## src/rtl/dmem_pkg.sv

```systemverilog
// -----------------------------------------------------------------------------
// dmem_pkg
//   Shared definitions for the data-memory controller:
//     - dmem_state_t : FSM state encoding (IDLE / WAIT / RESP)
//     - MAX_WAIT_CYC : largest supported number of wait states
//     - cnt_width()  : width of the wait-state counter for a given wait count
//   No ports; imported by dmem_ctrl and dmem_ws_counter users.
// -----------------------------------------------------------------------------
package dmem_pkg;

    typedef enum logic [1:0] {
        IDLE = 2'd0,
        WAIT = 2'd1,
        RESP = 2'd2
    } dmem_state_t;

    localparam int MAX_WAIT_CYC = 15;

    // Width needed to hold the value wait_cyc, never less than one bit so
    // that a zero-wait configuration still yields a legal vector.
    function automatic int cnt_width(input int wait_cyc);
        int w;
        w = $clog2(wait_cyc + 1);
        if (w < 1) begin
            w = 1;
        end
        return w;
    endfunction

endpackage

```

## src/rtl/dmem_ws_counter.sv

```systemverilog
// -----------------------------------------------------------------------------
// dmem_ws_counter
//   Loadable down-counter that paces the wait states of one memory access.
//   The controller loads it with the wait-state count when it accepts a
//   request and decrements it once per cycle while waiting; 'one' tells the
//   controller that the current cycle is the last wait state.
//
//   Ports
//     clk      in   1   clock, rising edge
//     rst      in   1   asynchronous active-low reset, clears the count
//     load     in   1   load load_val (takes priority over dec)
//     dec      in   1   decrement by one, saturating at zero
//     load_val in   W   value to load
//     one      out  1   count currently equals 1
// -----------------------------------------------------------------------------
module dmem_ws_counter #(
    parameter int W = 2
) (
    input  logic         clk,
    input  logic         rst,
    input  logic         load,
    input  logic         dec,
    input  logic [W-1:0] load_val,
    output logic         one
);

    logic [W-1:0] count;

    // The count never wraps: decrementing is blocked at zero so a stray
    // dec outside an access cannot make the counter run away.
    always_ff @(posedge clk or negedge rst) begin
        if (!rst) begin
            count <= '0;
        end else if (load) begin
            count <= load_val;
        end else if (dec && (count != '0)) begin
            count <= count - W'(1);
        end
    end

    assign one = (count == W'(1));

endmodule

```

## src/rtl/dmem_ctrl.sv

```systemverilog
// -----------------------------------------------------------------------------
// dmem_ctrl
//   Data-memory controller between the core's load/store port and an on-chip
//   RAM array. One access at a time, with a programmable number of wait
//   states between accepting a request and reporting completion, and an
//   out-of-range check that suppresses accesses beyond DEPTH.
//
//   Parameters
//     DATA_W   data word width
//     ADDR_W   word address width
//     DEPTH    implemented words (1 .. 2**ADDR_W)
//     WAIT_CYC wait states between accept and response (0 .. MAX_WAIT_CYC)
//
//   Ports
//     clk    in   1       clock, rising edge
//     rst    in   1       asynchronous active-low reset
//     req    in   1       access request, taken when ready=1
//     we     in   1       1 = write, 0 = read
//     addr   in   ADDR_W  word address
//     wdata  in   DATA_W  write data
//     ready  out  1       idle, a request is accepted this cycle
//     done   out  1       one-cycle completion pulse
//     rdata  out  DATA_W  read data, valid with done on reads, then held
//     err    out  1       with done: address was out of range
// -----------------------------------------------------------------------------
module dmem_ctrl
    import dmem_pkg::*;
#(
    parameter int DATA_W   = 8,
    parameter int ADDR_W   = 8,
    parameter int DEPTH    = 256,
    parameter int WAIT_CYC = 2
) (
    input  logic              clk,
    input  logic              rst,
    input  logic              req,
    input  logic              we,
    input  logic [ADDR_W-1:0] addr,
    input  logic [DATA_W-1:0] wdata,
    output logic              ready,
    output logic              done,
    output logic [DATA_W-1:0] rdata,
    output logic              err
);

    // An out-of-range WAIT_CYC is clamped rather than silently truncated
    // by the counter width.
    localparam int WAIT_EFF = (WAIT_CYC > MAX_WAIT_CYC) ? MAX_WAIT_CYC :
                              ((WAIT_CYC < 0) ? 0 : WAIT_CYC);
    localparam int CW = cnt_width(WAIT_EFF);
    localparam logic [CW-1:0] WAIT_LOAD = CW'(WAIT_EFF);

    // DEPTH held one bit wider than the address so DEPTH = 2**ADDR_W is
    // representable and the comparison cannot overflow.
    localparam logic [ADDR_W:0] DEPTH_LIM = DEPTH[ADDR_W:0];

    dmem_state_t state;
    dmem_state_t state_nxt;

    logic              we_q;
    logic [ADDR_W-1:0] addr_q;
    logic [DATA_W-1:0] wdata_q;

    logic              accept;
    logic              cnt_load;
    logic              cnt_dec;
    logic              cnt_one;
    logic              enter_resp;

    logic              acc_we;
    logic [ADDR_W-1:0] acc_addr;
    logic [DATA_W-1:0] acc_wdata;
    logic              acc_oor;

    logic [DATA_W-1:0] mem [DEPTH];
    logic [DATA_W-1:0] rdata_q;
    logic              err_q;

    dmem_ws_counter #(
        .W (CW)
    ) u_ws_counter (
        .clk      (clk),
        .rst      (rst),
        .load     (cnt_load),
        .dec      (cnt_dec),
        .load_val (WAIT_LOAD),
        .one      (cnt_one)
    );

    // State register. Reset aborts whatever access is in flight.
    always_ff @(posedge clk or negedge rst) begin
        if (!rst) begin
            state <= IDLE;
        end else begin
            state <= state_nxt;
        end
    end

    // Next-state logic. A request is only looked at in IDLE, so anything
    // the master does while an access is running is ignored. With no wait
    // states the controller goes straight from IDLE to RESP.
    always_comb begin
        state_nxt = state;
        accept    = 1'b0;
        cnt_load  = 1'b0;
        cnt_dec   = 1'b0;
        case (state)
            IDLE: begin
                if (req) begin
                    accept    = 1'b1;
                    cnt_load  = 1'b1;
                    state_nxt = (WAIT_EFF > 0) ? WAIT : RESP;
                end
            end
            WAIT: begin
                cnt_dec = 1'b1;
                if (cnt_one) begin
                    state_nxt = RESP;
                end
            end
            RESP: begin
                state_nxt = IDLE;
            end
            default: begin
                state_nxt = IDLE;
            end
        endcase
    end

    // Request capture. The fields are held for the whole access so the
    // master may change its inputs as soon as it has been accepted.
    always_ff @(posedge clk or negedge rst) begin
        if (!rst) begin
            we_q    <= 1'b0;
            addr_q  <= '0;
            wdata_q <= '0;
        end else if (accept) begin
            we_q    <= we;
            addr_q  <= addr;
            wdata_q <= wdata;
        end
    end

    // The RAM access happens on the edge entering RESP. Without wait states
    // that edge is also the accept edge, so the live request fields are
    // used while still in IDLE and the latched ones otherwise.
    always_comb begin
        acc_we    = we_q;
        acc_addr  = addr_q;
        acc_wdata = wdata_q;
        if (state == IDLE) begin
            acc_we    = we;
            acc_addr  = addr;
            acc_wdata = wdata;
        end
    end

    assign enter_resp = (state != RESP) && (state_nxt == RESP);
    assign acc_oor    = ({1'b0, acc_addr} >= DEPTH_LIM);

    // RAM write port. Contents survive reset; rst gating keeps a request
    // presented during reset from committing a write.
    always_ff @(posedge clk) begin
        if (enter_resp && rst && acc_we && !acc_oor) begin
            mem[acc_addr] <= acc_wdata;
        end
    end

    // Response registers. err is only ever high during RESP. rdata changes
    // only on a completed read (forced to zero when out of range) and
    // otherwise keeps the last read value.
    always_ff @(posedge clk or negedge rst) begin
        if (!rst) begin
            rdata_q <= '0;
            err_q   <= 1'b0;
        end else begin
            err_q <= enter_resp && acc_oor;
            if (enter_resp && !acc_we) begin
                rdata_q <= acc_oor ? '0 : mem[acc_addr];
            end
        end
    end

    assign ready = (state == IDLE);
    assign done  = (state == RESP);
    assign rdata = rdata_q;
    assign err   = err_q;

endmodule

```

## config.mk

```make
export PLATFORM = sky130hd
export DESIGN_NAME = dmem_ctrl
export DESIGN_NICKNAME = d
export VERILOG_FILES = /design/src/rtl/dmem_pkg.sv /design/src/rtl/dmem_ws_counter.sv /design/src/rtl/dmem_ctrl.sv
export SDC_FILE = /design/constraint.sdc
export NUM_CORES = 2
export LEC_CHECK = 0
export CAP_MARGIN = 0
export CORE_MARGIN = 3
export CORE_UTILIZATION = 60
export CTS_BUF_LIST = sky130_fd_sc_hd__clkbuf_8
export DETAILED_ROUTE_END_ITERATION = 16
export GPL_ROUTABILITY_DRIVEN = 0
export PLACE_DENSITY = 0.76
export SLEW_MARGIN = 40
export SYNTH_ARGS = -nofsm -noshare
export SYNTH_HDL_FRONTEND = slang
export SYNTH_HIERARCHICAL = 1
export SYNTH_SLANG_ARGS = --single-unit
```

## constraint.sdc

```tcl
create_clock -name clk -period 7.3 [get_ports clk]
set_input_delay 1.46 -clock clk [delete_from_list [all_inputs] [get_ports clk]]
set_output_delay 1.46 -clock clk [all_outputs]
set_load 0.01 [all_outputs]
```

==> flow_metrics.env <==
export IMPL_tightest_slew_ps=892.2
export IMPL_final_common_cell="edfxtp_1"
export IMPL_hold_ws_ps=534.2
export IMPL_stdcell_area_mm2=0.08545
export IMPL_nFillCells=7876
export IMPL_cts_tree="built"
export IMPL_clock_skew_final_ps=64.11
export IMPL_fin_cells=6203
export IMPL_post_cts_buffers=0
export IMPL_fin_setup_tns_ps=0
export IMPL_cp_slowest_cell="clkdlybuf4s50_1"
export IMPL_cts_max_level=5
export IMPL_worst_setup_path_start_kind="input pin"
export IMPL_rsz0062_at_grt="false"
export IMPL_grt_usage=0.2975
export IMPL_cp_end_kind="flop"
export IMPL_pre_cts_ws_ps=1473
export IMPL_synthToLayoutAreaGrowth_pct=10.50
export IMPL_report_final_slew_viol_count=0
export IMPL_antenna_found_initial=4
export IMPL_first_global_vias=43224
export IMPL_cts_resized=0
export IMPL_synth_edf_count=2048
export IMPL_cp_arrival_ps=5930
export IMPL_p_per_area_mw_per_mm2=446.1
export IMPL_dr_pass1_iters=9
export IMPL_synth_seq_cells=2077
export IMPL_wirelength_um=198400
export IMPL_hp_class="flop to flop"
export IMPL_layout_min_cycle_time_ps=5023
export IMPL_clk_root_buffer_cell="clkbuf_8"
export IMPL_coreArea_mm2=0.1277
export IMPL_die_y_um=365.0
export IMPL_cts_sinks=2077
export IMPL_cp_max_fo=102
export IMPL_placed_area_mm2=0.07970
export IMPL_ioPinCount=31
export IMPL_yosys_most_used_dff="edfxtp_1"
export IMPL_yosysWarnings=6
export IMPL_grt_pass1_wl_um=291100
export IMPL_syn_inst=4192
export IMPL_power_mw=38.12
export IMPL_insertion_delay_ps=1010
export IMPL_vias_per_cell=7.243
export IMPL_required_ps=8210
export IMPL_dp_cells=5661
export IMPL_numCtsBuffers=322
export IMPL_post_drt_wl_per_cell_um=31.99
export IMPL_grt_max_degree=161
export IMPL_ant_nets=0
export IMPL_final_cell_mix="edfxtp_1, a221oi_1, a221o_1, clkbuf_8, nor2_1"
export IMPL_seq_area_frac_synth=0.8047
export IMPL_synth_cell_types=66
export IMPL_min_period_over_period=0.6881
export IMPL_synth_avg_cell_area_um2=18.45
export IMPL_slew_headroom=0.4030
export IMPL_max_freq_mhz=199.1
export IMPL_die_w_um=365.0
export IMPL_cts_clk_slew_worst_paths_ps=60
export IMPL_finalHoldViolCount=0
export IMPL_cpMostUsedCell="buf_12"
export IMPL_drive_gt1_frac=0.1302
export IMPL_fin_ws_ps=2277
export IMPL_setup_viol=0
export IMPL_syn_area_mm2=0.07733
export IMPL_path_class="input pin to flop"
export IMPL_grt_overflow_total=0
export IMPL_nets=4348
export IMPL_drtIter0Drc=7272
export IMPL_synth_async_sr_flop_share=0.01396
export IMPL_row_count=131
export IMPL_drc=0
export IMPL_path_cells="clkdlybuf4s50_1 > or4b_1 > o21ai_4 > buf_12 > buf_12 > a221o_1 > a221oi_1 > or4_1 > a222oi_1 > o211ai_1 > a41oi_1"
export IMPL_port_buffers=29
export IMPL_slowest_delay_ps=620
export IMPL_status="finished, final reports clean"
export IMPL_clockBufferDepth=4
export IMPL_final_util=0.6692
export IMPL_ir_drop_mv=0.5775
export IMPL_vias=44930
export IMPL_leakage_nw=26.54
export IMPL_dpl_hpwl_um=112600
export IMPL_die_area_mm2=0.1332
export IMPL_start_util=0.6056
export IMPL_ctsHoldBuffers=0
export IMPL_max_cap_violations=0
-- power breakdown --
group / switching (mW) / internal (mW)
Clock: 4.27 / 4.44
Sequential: 0.130 / 15.4
Combinational: 10.1 / 3.80
-- Yosys cell counts, types with 8 or more instances --
cell type,number,area share
a21oi_1,55,0.0036
a221o_1,394,0.051
a221oi_1,448,0.051
a22oi_1,188,0.018
a311oi_1,12,0.0014
buf_1,32,0.0016
buf_2,186,0.012
buf_4,12,0.0012
clkbuf_1,104,0.0050
dfrtp_1,29,0.0094
edfxtp_1,2048,0.80
mux2_2,27,0.0039
nand2_1,64,0.0031
nand2b_1,8,0.00065
nand3_1,55,0.0036
nor2_1,253,0.012
nor3_1,22,0.0014
nor4_1,51,0.0041
nor4b_1,22,0.0025
o21ai_0,15,0.00097
o22ai_1,14,0.0011
or4_1,30,0.0029
-- final timing paths --
kind                             from    endpoint  slack [ps]  cells after the start
max                           addr[1]    rdata[5]        2280                     11
min                        wdata_q[4]  wdata_q[4]         530                      1
max reg2reg                  state[1]    rdata[5]        2580                     11
min reg2reg                wdata_q[4]  wdata_q[4]         530                      1
max in group asynchronous         rst    rdata[7]        6020                      2
min in group asynchronous         rst  wdata_q[6]         900                      2
-- metal layers --
metal / routed length [um] / part of all wire / up-vias / global-route usage
met5: 30 / 0.00015 / - / 0
li1: - / - / 18382 / -
met1: 73090 / 0.37 / 22378 / 0.4324
met3: 26890 / 0.14 / 504 / 0.07362
met4: 7751 / 0.039 / 4 / 0.1124
met2: 90660 / 0.46 / 3662 / 0.4429
-- critical path: cells and delay by family --
family                 cells  cell delay (ps)
buffers and inverters      3             1460
AO/OA/AOI/OAI              6             1790
AND/OR/NAND/NOR            2             1130
-- cell families after synthesis --
kind of cell | after synthesis | synth area share
AOI/OAI and AO/OA | 1200 | 0.1358
and+or+nand+nor | 536 | 0.03370
adders and majority gates | 2 | 0.0003236
other | 2 | 0.00009712
buffers and inverters | 345 | 0.02102
DFF | 2077 | 0.8047
muxes | 30 | 0.004320
-- final cells by class --
cell class,count,area [um^2],area share
antenna,1,2.502,0.00002929
clock buffer,330,4542,0.05315
clock inverter,208,1046,0.01224
inverter,4,15.01,0.0001757
multi-input combinational,1771,13880,0.1624
sequential,2077,62220,0.7282
tap,1662,2079,0.02434
timing repair buffer,150,1657,0.01939
-- sequential cells by signal (all words and copies together), names as in the netlist --
signal,count
mem,2048
addr_q,8
rdata,8
we_q,1
wdata_q,8
state,2
u_ws_counter/count,2
Power figures use the tool's default switching activity.
